File: src/rtl/memc3_pkg.sv
// Shared types and widths for the memc3 reset supervisor.
// The optional calibration watchdog is enabled by defining MEMC3_SUPV_CALIB_WATCHDOG_EN.
package memc3_pkg;

    localparam int CNT_W   = 20;
    localparam int RETRY_W = 4;

    typedef enum logic [2:0] {
        RST_ASSERT = 3'd0,
        WAIT_LOCK  = 3'd1,
        WAIT_CALIB = 3'd2,
        READY      = 3'd3,
        FAULT      = 3'd4
    } state_t;

endpackage

File: src/rtl/memc3_sync2.sv
// Two-flop synchronizer for a single asynchronous level into the clk domain.
module memc3_sync2 (
    input  logic clk,
    input  logic rst,
    input  logic d,
    output logic q
);

    logic meta;

    always_ff @(posedge clk) begin
        if (rst) begin
            meta <= 1'b0;
            q    <= 1'b0;
        end else begin
            meta <= d;
            q    <= meta;
        end
    end

endmodule

File: src/rtl/memc3_reset_supervisor.sv
// Sequences memory PLL lock and MCB calibration with bounded retries and a sticky fault.
// Define MEMC3_SUPV_CALIB_WATCHDOG_EN to add a CALIB_TIMEOUT watchdog on WAIT_CALIB.
module memc3_reset_supervisor
    import memc3_pkg::*;
#(
    parameter int RST_PULSE_CYCLES = 16,
    parameter int LOCK_TIMEOUT     = 65535,
    parameter int CALIB_TIMEOUT    = 1048575,
    parameter int MAX_RETRIES      = 3
) (
    input  logic               clk0,
    input  logic               rst0,
    input  logic               pll_lock,
    input  logic               calib_done,
    input  logic               clear_fault,
    output logic               sys_rst_n,
    output logic               mem_ready,
    output logic               fault,
    output logic [RETRY_W-1:0] retry_cnt,
    output logic [2:0]         state
);

    if (RST_PULSE_CYCLES < 2 || LOCK_TIMEOUT < 1 || CALIB_TIMEOUT < 1 ||
        LOCK_TIMEOUT > (2 ** CNT_W) || CALIB_TIMEOUT > (2 ** CNT_W) ||
        MAX_RETRIES < 1 || MAX_RETRIES > 15) begin : g_bad_params
        $error("memc3_reset_supervisor: parameter out of range");
    end

    // Counter compares against N-1 so each phase lasts exactly N cycles including its entry cycle.
    localparam logic [CNT_W-1:0]   PULSE_LAST  = CNT_W'(RST_PULSE_CYCLES - 1);
    localparam logic [CNT_W-1:0]   LOCK_LAST   = CNT_W'(LOCK_TIMEOUT - 1);
    localparam logic [RETRY_W-1:0] RETRY_LIMIT = RETRY_W'(MAX_RETRIES);
`ifdef MEMC3_SUPV_CALIB_WATCHDOG_EN
    localparam logic [CNT_W-1:0]   CALIB_LAST  = CNT_W'(CALIB_TIMEOUT - 1);
`endif

    state_t             cur;
    logic [CNT_W-1:0]   cnt;
    logic [CNT_W-1:0]   cnt_inc;
    logic [RETRY_W-1:0] retry_next;
    logic               lock_s;
    logic               calib_s;
    logic               fail;

    memc3_sync2 u_sync_lock (
        .clk (clk0),
        .rst (rst0),
        .d   (pll_lock),
        .q   (lock_s)
    );

    memc3_sync2 u_sync_calib (
        .clk (clk0),
        .rst (rst0),
        .d   (calib_done),
        .q   (calib_s)
    );

    assign state      = cur;
    assign cnt_inc    = (cnt == '1) ? cnt : cnt + 1'b1;
    assign retry_next = (retry_cnt == '1) ? retry_cnt : retry_cnt + 1'b1;

    // Lock loss outranks calib_done, and a lock arriving on the timeout cycle outranks the timeout.
    always_comb begin
        fail = 1'b0;
        case (cur)
            WAIT_LOCK:  fail = !lock_s && (cnt == LOCK_LAST);
`ifdef MEMC3_SUPV_CALIB_WATCHDOG_EN
            WAIT_CALIB: fail = !lock_s || (!calib_s && (cnt == CALIB_LAST));
`else
            WAIT_CALIB: fail = !lock_s;
`endif
            READY:      fail = !lock_s || !calib_s;
            default:    fail = 1'b0;
        endcase
    end

    always_ff @(posedge clk0) begin
        if (rst0) begin
            cur       <= RST_ASSERT;
            cnt       <= '0;
            sys_rst_n <= 1'b0;
            mem_ready <= 1'b0;
            fault     <= 1'b0;
            retry_cnt <= '0;
        end else if (fail) begin
            retry_cnt <= retry_next;
            cnt       <= '0;
            sys_rst_n <= 1'b0;
            mem_ready <= 1'b0;
            if (retry_next >= RETRY_LIMIT) begin
                cur   <= FAULT;
                fault <= 1'b1;
            end else begin
                cur   <= RST_ASSERT;
            end
        end else begin
            case (cur)
                RST_ASSERT: begin
                    if (cnt == PULSE_LAST) begin
                        cur       <= WAIT_LOCK;
                        cnt       <= '0;
                        sys_rst_n <= 1'b1;
                    end else begin
                        cnt <= cnt_inc;
                    end
                end
                WAIT_LOCK: begin
                    if (lock_s) begin
                        cur <= WAIT_CALIB;
                        cnt <= '0;
                    end else begin
                        cnt <= cnt_inc;
                    end
                end
                WAIT_CALIB: begin
                    if (calib_s) begin
                        cur       <= READY;
                        cnt       <= '0;
                        mem_ready <= 1'b1;
                        retry_cnt <= '0;
                    end else begin
                        cnt <= cnt_inc;
                    end
                end
                READY: begin
                    cnt <= '0;
                end
                FAULT: begin
                    cnt <= '0;
                    if (clear_fault) begin
                        cur       <= RST_ASSERT;
                        fault     <= 1'b0;
                        retry_cnt <= '0;
                    end
                end
                default: begin
                    cur       <= RST_ASSERT;
                    cnt       <= '0;
                    sys_rst_n <= 1'b0;
                    mem_ready <= 1'b0;
                    fault     <= 1'b0;
                end
            endcase
        end
    end

endmodule
File: config.mk
export PLATFORM = sky130hd
export DESIGN_NAME = memc3_reset_supervisor
export DESIGN_NICKNAME = d
export VERILOG_FILES = /design/src/rtl/memc3_pkg.sv /design/src/rtl/memc3_sync2.sv /design/src/rtl/memc3_reset_supervisor.sv
export SDC_FILE = /design/constraint.sdc
export NUM_CORES = 1
export LEC_CHECK = 0
export BUFFER_PORTS_ARGS = -buffer_cell sky130_fd_sc_hd__buf_2
export CAP_MARGIN = 20
export CORE_MARGIN = 8
export CORE_UTILIZATION = 53
export DETAILED_ROUTE_END_ITERATION = 6
export GPL_TIMING_DRIVEN = 0
export HOLD_SLACK_MARGIN = 0.03
export PLACE_DENSITY = 0.74
export SLEW_MARGIN = 0
export SYNTH_ARGS = -nofsm -noshare
export SYNTH_HDL_FRONTEND = slang
export SYNTH_HIERARCHICAL = 1
export SYNTH_SLANG_ARGS = --single-unit
File: constraint.sdc
create_clock -name clk0 -period 3.7 [get_ports clk0]
set_input_delay 0.37 -clock clk0 [delete_from_list [all_inputs] [get_ports clk0]]
set_output_delay 0.37 -clock clk0 [all_outputs]
set_load 0.005 [all_outputs]
==> summary.md, run 1 <==
| Metric | Value |
|---|---|
| Hold slack | `0.241 ns` |
| Sequential power share | `63.8%` |
| Ant diodes | `0` |
| Crit end category | `flop` |
| Synth Area in XOR/XNOR | `6.64%` |
| Setup_tns | `0 ns` |
| First-pass GRT wire length | `6380 µm` |
| Post-DP HPWL | `2620 µm` |
| Footprint of the multi-input gates | `1090 µm²` |
| Worst vdd ir | `192 µV` |
| I/O pins | `15` |
| Hold Buf Count CTS | `0` |
| RePlAce Congestion | `0.809` |
| Gr ovfl total | `0` |
| Switch Pwr | `0.000135 W` |
| Sequential share of the synthesized area | `36.9%` |
| DRC | `0` |
| GRT Total Usage | `14.5%` |
| Worst Reg-to-Reg Cells | `6` |
| Status | `complete, no violations` |
| Max reg flops | `20` |
| Pwr Density | `291 nW/µm²` |
| Synth Area in Compound Gates | `13.2%` |
| Cell Chain, Critical Path | `nand4_2 -> nor4_4 -> a21oi_2 -> o2111ai_2 -> buf_6 -> nor3_2` |
| Arrival @ worst endpoint | `2.24 ns` |
| Initial antenna violation count | `0` |
| Setup Crit Path Kind | `flop to flop` |
| Standard-cell rows | `21` |
| DRT Wirelength | `3640 µm` |
| Slew Viols, Final | `0` |
| HP Start | `calib_done` |
| Vias/cell | `5.67` |
| Deepest clock path buffer count | `2` |
| Part of the power in the clock network | `32.0%` |
| Vias in the first global route | `1424` |
| Buffers on Ports | `14` |
| Hold-critical path depth | `2` |
| Critical-path top delay cell | `nor4_4` |
| Period minus WS final | `2.01 ns` |
| Sw Ratio | `23.0%` |
| Initial Util | `55.3%` |
| Worst setup SP type | `flop` |
| Reg clk slew, reported paths | `0.10 ns` |
| Rel. slew slack | `61.5%` |
| Syn nets | `214` |
| Largest family of logic cells by synthesized area | `simple AND/OR/NAND/NOR gates` |
| Hold/Removal Path Class | `input port to flop` |
| R2R Setup Slk | `1.69 ns` |
| Least-Margin Pin Slew | `0.573 ns` |
| Place WS | `1.73 ns` |
| Maximum clock frequency | `0.498 GHz` |
| Post-CTS Setup Repair Bufs | `0` |
| Syn avg cell area | `8.96 µm²` |
| Worst R2R End | `cnt[17]` |
| Crit Path Max Fanout | `10` |
| Die X | `75.0 µm` |
| Synth warnings | `6` |
| FILL cells | `328` |
| Total CTS buffers | `5` |
| Reg area | `681 µm²` |
| Post-synthesis async set-or-reset flop share | `0%` |
| Synthesized flop and latch total | `34` |
| Die Y | `75.0 µm` |
| RSZ-0062 raised after global routing | `false` |
| Routed vias | `1547` |
| Core box area | `3340 µm²` |
| Synth unique cells | `52` |
| Fin. Hold Viols | `0` |
| P_leak | `0.775 nW` |
| Ratio of cells with drive above 1 in the final layout | `25.1%` |
| Worst Setup SP | `cnt[4]` |
| Number of synthesized flops with an enable pin | `0` |
| Final period util | `54.3%` |
| Mapped Cells | `206` |
| Post-synthesis simple-gate area fraction | `35.1%` |
| Cell chosen for the clock root | `clkbuf_4` |
| Synth Flop Type | `dfxtp_1` |
| DIE AREA | `5630 µm²` |
| Mux share of post-synthesis cell area | `1.90%` |
| Largest net degree at the start of global routing | `11` |
| Internal power | `0.000453 W` |
| Clock skew | `0.00694 ns` |
| Final ANT Viol Nets | `0` |
| Wire length per cell | `13.3 µm` |
| Area Overhead vs Synth | `9.36%` |
| Post-Synth Adder-Cell Area | `2.03%` |
| Total clock sinks | `34` |
| Hold path endpoint | `u_sync_calib/meta` |
| CTS resizes | `0` |
| Most flop-heavy register | `cnt` |
| Clk Latency, worst-skew pair | `0.34 ns` |
| First DRT Iteration DRCs | `99` |
| Combinational Power Share | `4.2%` |
| Fin nets | `235` |
| Final setup vio count | `0` |
| CP required | `3.93 ns` |
| Netlist Area Pre-Place | `1850 µm²` |
| Pre-Repair DR Iteration Count | `4` |
| CTS tree | `built` |
| CP max stage delay | `0.61 ns` |
| Max-cap violations | `0` |
| H-tree depth | `2` |
| Final worst slack | `1.69 ns` |
| Worst r2r src | `cnt[4]` |
area by class of cell:
cell class	instances	share of cell area, %
buffer	7	2.54
clock buffer	7	2.23
inverter	7	1.30
multi-input combinational	158	53.9
sequential	34	33.7
tap	46	2.85
timing repair buffer	14	3.47
power groups by stage:
stage / clock network, W / logic (W) / registers, W
floorplan: 0 / 0.0000176 / 0.000383
global placement: 0 / 0.0000243 / 0.000383
detailed placement: 0 / 0.0000244 / 0.000384
CTS: 0.000196 / 0.0000247 / 0.000375
global route: 0.000208 / 0.0000278 / 0.000376
finish: 0.000188 / 0.0000245 / 0.000375
through the flow:
stage / power, W / instance area [µm²] / utilization [%] / instances
2_1_floorplan: 0.000400 / 1850 / - / 206
3_3_place_gp: 0.000408 / 1970 / 59.1 / 266
3_5_place_dp: 0.000408 / 1970 / 59.1 / 266
4_1_cts: 0.000596 / 2020 / 60.5 / 273
5_1_grt: 0.000612 / 2020 / 60.5 / 273
6_report: 0.000588 / 2020 / 60.5 / 273
layer usage:
metal  GRT usage [%]  wire length, µm  part of all wire, %  vias up
li1                -                -                    -      793
met1            18.0             1710                   47      718
met2            22.7             1670                   46       29
met3            4.53              204                  5.6        7
met4            5.22               58                  1.6        0
met5               0                0                    0        -
cells by family (layout without fill, tap and decap cells):
| group | Yosys count | in the layout |
|---|---|---|
| muxes | 3 | 3 |
| and+or+nand+nor | 104 | 104 |
| xor gates and xnor gates | 14 | 14 |
| buffers and inverters | 14 | 35 |
| DFF | 34 | 34 |
| adders and majority gates | 3 | 3 |
| AOI/OAI and AO/OA | 34 | 34 |
worst max-delay path: cells and delay by family, from the launching register on:
family / cells / cell delay (ns)
AND/OR/NAND/NOR: 3 / 0.87
flip-flops: 1 / 0.49
AO/OA/AOI/OAI: 2 / 0.33
buffers and inverters: 1 / 0.21
placed cells by master, fill, tap and decap left out, types with 2 or more instances in the layout:
cell and instances:
nor3_1 5, and4_1 3, clkbuf_1 4, nor2b_1 4, or4_1 2, a211oi_2 2, nor2_1 11, inv_1 7
nand4_1 7, xor2_1 3, nor2_2 16, a211oi_1 3, dfxtp_1 34, a31oi_1 2, and3_1 8, buf_2 16
xnor2_1 11, nand2_1 12, nand2b_1 2, nor3_2 2, nand3_1 16, ha_1 3, buf_6 3, mux2i_1 2
a21oi_1 14, clkbuf_4 5, nor4b_2 2, nor4_1 3
worst max path at each step:
| stage | depth (start not counted) | slack [ns] | to |
|---|---|---|---|
| finish | 6 | 1.69 | cnt[17] |
| CTS | 6 | 1.71 | cnt[17] |
| floorplan | 8 | 1.92 | cnt[16] |
| global route | 8 | 1.56 | cnt[17] |
| detailed placement | 6 | 1.73 | cnt[16] |
| global placement | 8 | 1.75 | cnt[16] |
cell usage after synthesis, drive strengths merged (2+ instances only):
cell     n  area (µm²)
a21oi   15        78.8
nor4     5        52.6
or4      2        15.0
nor3b    2        20.0
ha       3        37.5
nor4b    3        38.8
buf      5        43.8
a31oi    2        12.5
xor2     3        26.3
mux2i    2        20.0
nor2b    4        25.0
inv      7        26.3
and3     8        50.1
nand2b   2        12.5
and4     3        26.3
nor2    27         141
nand3   17        90.1
nand2   13        51.3
clkbuf   2        7.51
xnor2   11        96.3
nor3     7        45.0
o21ai    2        10.0
a211oi   5        47.5
a21o     2        22.5
nand4    8        56.3
dfxtp   34         681
No activity file was read; power rests on OpenSTA's default activity.
==> run 2, diff against run 1 <==
==> constraint.sdc (replaced) <==
create_clock -name clk0 -period 2 [get_ports clk0]
set_input_delay 0.2 -clock clk0 [delete_from_list [all_inputs] [get_ports clk0]]
set_output_delay 0.2 -clock clk0 [all_outputs]
set_load 0.005 [all_outputs]
==> run 2 against run 1 <==
Effect of this change: worst setup slack worse by 1.6 ns; highest routed layer unchanged; final cell count rose by 0.37%; count of clock-buffer cells in the layout is the same; critical endpoint unchanged; non-clock buffer count rose by 1; critical path depth is 1 higher; maximum frequency is 7.5% higher; clock power rose by 84%; die area unchanged; via count increased by 1.4%; sequential share of layout area decreased by 0.53 points; utilization grew 1.1 points.
==> summary.md, run 2 (synthesized netlist as in run 1, its figures left out) <==
| Metric | Value |
|---|---|
| Status | `complete, no violations` |
| Die X | `75.0 µm` |
| Deepest clock path buffer count | `2` |
| HP Start | `calib_done` |
| Setup_tns | `0 ns` |
| Setup Crit Path Kind | `flop to flop` |
| Gr ovfl total | `0` |
| WP buf/inv | `1` |
| Worst R2R End | `cnt[17]` |
| Crit Path Max Fanout | `10` |
| Total CTS buffers | `5` |
| Fin. Hold Viols | `0` |
| Tot Pwr | `0.00109 W` |
| CP top delay family | `simple AND/OR/NAND/NOR gates` |
| Hold Buf Count CTS | `0` |
| Pwr Density | `529 nW/µm²` |
| Area Overhead vs Synth | `11.3%` |
| Largest net degree at the start of global routing | `11` |
| Max reg flops | `20` |
| Post-DP HPWL | `2620 µm` |
| Most frequent cells in the layout | `dfxtp_1 (33), nor2_2 (18), buf_2 (16), nand3_1 (16), a21oi_1 (14)` |
| Arrival @ worst endpoint | `2.14 ns` |
| Most flop-heavy register | `cnt` |
| RSZ-0062 raised after global routing | `true` |
| Maximum clock frequency | `0.535 GHz` |
| First-pass GRT wire length | `6380 µm` |
| Ant diodes | `0` |
| CTS tree | `built` |
| Wire length per cell | `13.7 µm` |
| Max-cap violations | `0` |
| Slew Viols, Final | `0` |
| Clock skew | `0.00484 ns` |
| H-tree depth | `2` |
| Core box area | `3340 µm²` |
| Period minus WS final | `1.87 ns` |
| GRT Total Usage | `14.5%` |
| Worst setup SP type | `flop` |
| I/O pins | `15` |
| Clk Latency, worst-skew pair | `0.33 ns` |
| Routed vias | `1568` |
| Crit end category | `flop` |
| Cell chosen for the clock root | `clkbuf_4` |
| Die Y | `75.0 µm` |
| Total clock sinks | `34` |
| Buffers on Ports | `14` |
| Worst Reg-to-Reg Cells | `7` |
| Least-Margin Pin Slew | `0.552 ns` |
| CP required | `2.27 ns` |
| CP max stage delay | `0.35 ns` |
| Reg clk slew, reported paths | `0.09 ns` |
| Initial antenna violation count | `0` |
| Ratio of cells with drive above 1 in the final layout | `28.1%` |
| P_leak | `0.790 nW` |
| Worst r2r src | `cnt[0]` |
| Vias/cell | `5.72` |
| Final ANT Viol Nets | `0` |
| Vias in the first global route | `1424` |
| Cell Chain, Critical Path | `ha_1 -> and3_1 -> and3_1 -> a31oi_1 -> o2111ai_2 -> buf_6 -> nor3_2` |
| Worst vdd ir | `347 µV` |
| Most common cell after layout, fill and taps aside | `dfxtp_1` |
| DRT Wirelength | `3740 µm` |
| Hold/Removal Path Class | `input port to flop` |
| Pre-Repair DR Iteration Count | `4` |
| CP most frequent cell | `and3_1` |
| Hold-critical path depth | `2` |
| DRC | `0` |
| Fin nets | `236` |
| Hold path endpoint | `u_sync_calib/meta` |
| Initial Util | `55.3%` |
| Final setup vio count | `0` |
| DIE AREA | `5630 µm²` |
| RePlAce Congestion | `0.809` |
| Rel. slew slack | `63.0%` |
| Final period util | `93.4%` |
| First DRT Iteration DRCs | `122` |
| Standard-cell rows | `21` |
| Critical-path top delay cell | `dfxtp_2` |
| R2R Setup Slk | `0.13 ns` |
-- run 2: layout make-up --
type / instances / area (µm²)
inverters: 7 / 26.3
plain buffers: 6 / 47.5
fillers: 322 / 1280
clock buffers: 7 / 45.0
well taps: 46 / 57.6
repair buffers: 16 / 85.1
multi-input cells: 158 / 1110
flip-flops and latches: 34 / 682
-- run 2: worst max-delay path by stage --
stage	startpoint	to	slack, ns	cells after the start
after floorplan	cnt[0]	cnt[16]	0.22	8
after global placement	cnt[0]	cnt[16]	0.05	8
after detailed placement	cnt[4]	cnt[16]	0.03	6
final	cnt[0]	cnt[17]	0.13	7
after CTS	cnt[4]	cnt[17]	0.01	6
after global routing	cnt[1]	cnt[17]	0.004	7
-- run 2: power by group --
| part | total, W | switching (W) | internal [W] |
|---|---|---|---|
| Sequential | 0.000695 | 0.00000895 | 0.000686 |
| Combinational | 0.0000459 | 0.0000263 | 0.0000195 |
| Clock | 0.000346 | 0.000213 | 0.000132 |
-- run 2: metrics by stage --
step | util (%) | instances | hold WS [ns] | setup WS, ns | cell area [µm²]
CTS | 60.5 | 273 | 0.0601 | 0.0124 | 2020
global route | 61.6 | 274 | 0.112 | 0.00378 | 2050
finish | 61.6 | 274 | 0.0707 | 0.133 | 2050
detailed placement | 59.1 | 266 | 0.415 | 0.0280 | 1970
global placement | 59.1 | 266 | 0.410 | 0.0529 | 1970
floorplan | - | 206 | 0.271 | 0.217 | 1850
-- run 2: what timing repair did --
| item | 4_1_cts | 5_1_grt |
|---|---|---|
| gates resized for setup | 0 | 6 |
| endpoints found under the setup margin | 0 | 23 |
| setup buffers | 0 | 2 |
-- run 2: worst reg2reg max path: cells and delay by family (launching register included) --
family                   cells  cell delay (ns)
buffers and inverters        1             0.20
AND/OR/NAND/NOR              3             0.66
flip-flops                   1             0.35
adder cells (fa/ha/maj)      1             0.23
AO/OA/AOI/OAI                2             0.36
-- run 2: per-layer routing --
| layer | up-vias | track usage (%) | wire length (µm) | part of all wire, % |
|---|---|---|---|---|
| met2 | 38 | 22.7 | 1720 | 46 |
| met5 | - | 0 | 0 | 0 |
| li1 | 792 | - | - | - |
| met1 | 731 | 18.0 | 1750 | 47 |
| met4 | 0 | 5.22 | 58 | 1.5 |
| met3 | 7 | 4.53 | 216 | 5.8 |
==> run 3, diff against run 2 <==
--- a/config.mk
+++ b/config.mk
@@ -16,5 +16,4 @@
 export SLEW_MARGIN = 0
 export SYNTH_ARGS = -nofsm -noshare
 export SYNTH_HDL_FRONTEND = slang
-export SYNTH_HIERARCHICAL = 1
 export SYNTH_SLANG_ARGS = --single-unit
==> run 3 against run 2 <==
Effect of this change: worst setup slack worse by 0.11 ns; clock power is 36% higher; final cell count rose by 6.9%; largest cell class unchanged; combinational power grew 53%.
==> summary.md, run 3 <==
| Metric | Value |
|---|---|
| Area Overhead vs Synth | `26.4%` |
| Dominant cell by count in the synthesized netlist | `dfxtp_1` |
| First-pass GRT wire length | `6470 µm` |
| DRC | `0` |
| Sequential share of the synthesized area | `38.3%` |
| Part of the power in the clock network | `38.0%` |
| Die Y | `73.9 µm` |
| Cell chosen for the clock root | `clkbuf_4` |
| Netlist Area Pre-Place | `1780 µm²` |
| Worst setup SP type | `flop` |
| CP max stage delay | `0.58 ns` |
| Pre-Repair DR Iteration Count | `4` |
| Max reg flops | `20` |
| Standard-cell rows | `21` |
| Critical-path top delay cell | `or4_4` |
| Post-synthesis async set-or-reset flop share | `0%` |
| Hold/Removal Path Class | `input port to flop` |
| Syn nets | `214` |
| Sw Ratio | `22.5%` |
| Buffers on Ports | `14` |
| Fin. Hold Viols | `0` |
| CP required | `2.25 ns` |
| Pwr Density | `550 nW/µm²` |
| Number of synthesized flops with an enable pin | `0` |
| Routed vias | `1653` |
| Status | `complete, no violations` |
| RePlAce Congestion | `0.763` |
| Arrival @ worst endpoint | `2.22 ns` |
| Synth Area in XOR/XNOR | `6.40%` |
| Slew Viols, Final | `0` |
| Setup Crit Path Kind | `flop to flop` |
| Core box area | `3280 µm²` |
| Post-route insts no fill | `293` |
| Most common cell after layout, fill and taps aside | `nor2_1` |
| Largest family of logic cells by synthesized area | `simple AND/OR/NAND/NOR gates` |
| Least-Margin Pin Slew | `0.448 ns` |
| I/O pins | `15` |
| Final worst slack | `0.0270 ns` |
| Clock skew | `0.00353 ns` |
| Combinational Power Share | `5.7%` |
| Mux share of post-synthesis cell area | `1.13%` |
| Post-DP HPWL | `2670 µm` |
| Reg clk slew, reported paths | `0.11 ns` |
| Vias/cell | `5.64` |
| Post-synth top area share | `38.3%` |
| Internal power | `0.000959 W` |
| Synth warnings | `0` |
| Total clock sinks | `34` |
| Sequential power share | `56.4%` |
| Inst Count DP | `266` |
| Initial antenna violation count | `0` |
| Ratio of cells with drive above 1 in the final layout | `34.0%` |
| Synth Area in Compound Gates | `13.8%` |
| Top cells by count, synth | `dfxtp_1 (34), nor2_1 (24), nand2_1 (10)` |
| Worst vdd ir | `318 µV` |
| Final Util | `68.5%` |
| Synth area leader | `dfxtp_1` |
| Initial Util | `54.2%` |
| Most flop-heavy register | `cnt` |
| Post-synthesis simple-gate area fraction | `34.2%` |
| GRT Total Usage | `14.7%` |
| Final ANT Viol Nets | `0` |
| Hold Buf Count CTS | `0` |
| Synth Flop Type | `dfxtp_1` |
| Crit Path Max Fanout | `6` |
| Gr ovfl total | `0` |
| Die X | `73.9 µm` |
| Ant diodes | `0` |
| Most frequent cells in the layout | `nor2_1 (24), buf_4 (21), dfxtp_1 (19)` |
| Period minus WS final | `1.97 ns` |
| DRT Wirelength | `4210 µm` |
| H-tree depth | `2` |
| Syn avg cell area | `8.64 µm²` |
| Synth top area cells | `dfxtp_1 (38%), nor2_1 (5.1%), xnor2_1 (3.4%), xor2_1 (3.0%), nor4_1 (2.8%)` |
| Synth unique cells | `47` |
| Total CTS buffers | `5` |
| Deepest clock path buffer count | `2` |
| Wire length per cell | `14.4 µm` |
| Max-cap violations | `0` |
| Switch Pwr | `0.000278 W` |
| Maximum clock frequency | `0.507 GHz` |
| Mapped Cells | `206` |
| P_leak | `0.877 nW` |
| DIE AREA | `5470 µm²` |
| Fin nets | `254` |
| Vias in the first global route | `1496` |
| CTS tree | `built` |
| Rel. slew slack | `70.1%` |
| Largest net degree at the start of global routing | `11` |
| Clk Latency, worst-skew pair | `0.32 ns` |
| Post-Synth Adder-Cell Area | `2.11%` |
| Synthesized flop and latch total | `34` |
| Final setup vio count | `0` |
| Final period util | `98.7%` |
| Setup_tns | `0 ns` |
| Cell Chain, Critical Path | `and3_4 -> and4_4 -> a41o_4 -> or4_4 -> buf_8 -> a211oi_2` |
| Crit end category | `flop` |
| First DRT Iteration DRCs | `130` |
| Tot Pwr | `0.00124 W` |
| Place WS | `-0.264 ns` |
## run 3: what timing repair did
action / in CTS / in global routing
setup endpoints to repair: 25 / 21
setup buffers: 0 / 20
resized for setup: 12 / 32
pin swaps: 0 / 5
cloned: 0 / 1
## run 3: area by class of cell
| class | count | area, µm² |
|---|---|---|
| flip-flops and latches | 34 | 712 |
| fillers | 266 | 1040 |
| repair buffers | 35 | 245 |
| inverters | 5 | 18.8 |
| multi-input cells | 157 | 1070 |
| clock buffers | 8 | 78.8 |
| plain buffers | 8 | 61.3 |
| well taps | 46 | 57.6 |
## run 3: power by group through the flow
stage,logic (W),registers [W],clock network [W]
5_1_grt,0.0000775,0.000699,0.000507
3_5_place_dp,0.0000600,0.000716,0
2_1_floorplan,0.0000419,0.000714,0
4_1_cts,0.0000605,0.000700,0.000477
3_3_place_gp,0.0000587,0.000715,0
6_report,0.0000700,0.000697,0.000470
## run 3: kinds of logic after synthesis
logic type | after synthesis
simple gates | 104
fa+ha+maj | 3
xor+xnor | 13
compound gates | 35
flops | 34
mux | 2
buf+inv | 15
## run 3: through the flow
stage	hold WS, ns	instance area [µm²]
floorplan	0.272	1780
finish	0.0823	2250
CTS	0.0848	2000
global placement	0.413	1910
global route	0.0829	2250
detailed placement	0.425	1910
## run 3: final timing paths
| path | start | depth (start not counted) | slack [ns] | end |
|---|---|---|---|---|
| max | cnt[11] | 6 | 0.03 | cnt[1] |
| min reg2reg | u_sync_lock.meta | 1 | 0.45 | u_sync_lock.q |
| max reg2reg | cnt[11] | 6 | 0.03 | cnt[1] |
| min | pll_lock | 2 | 0.08 | u_sync_lock.meta |
## run 3: per-layer routing
layer	GRT usage, %	wire [µm]
met4	7.54	53
met3	4.04	193
met1	17.3	1910
met5	0	0
met2	23.9	2050
## run 3: critical path: cells and delay by family (launching register included)
family,cells,cell delay (ns)
simple gates,3,0.96
compound gates,2,0.40
flops,1,0.36
buf+inv,1,0.17
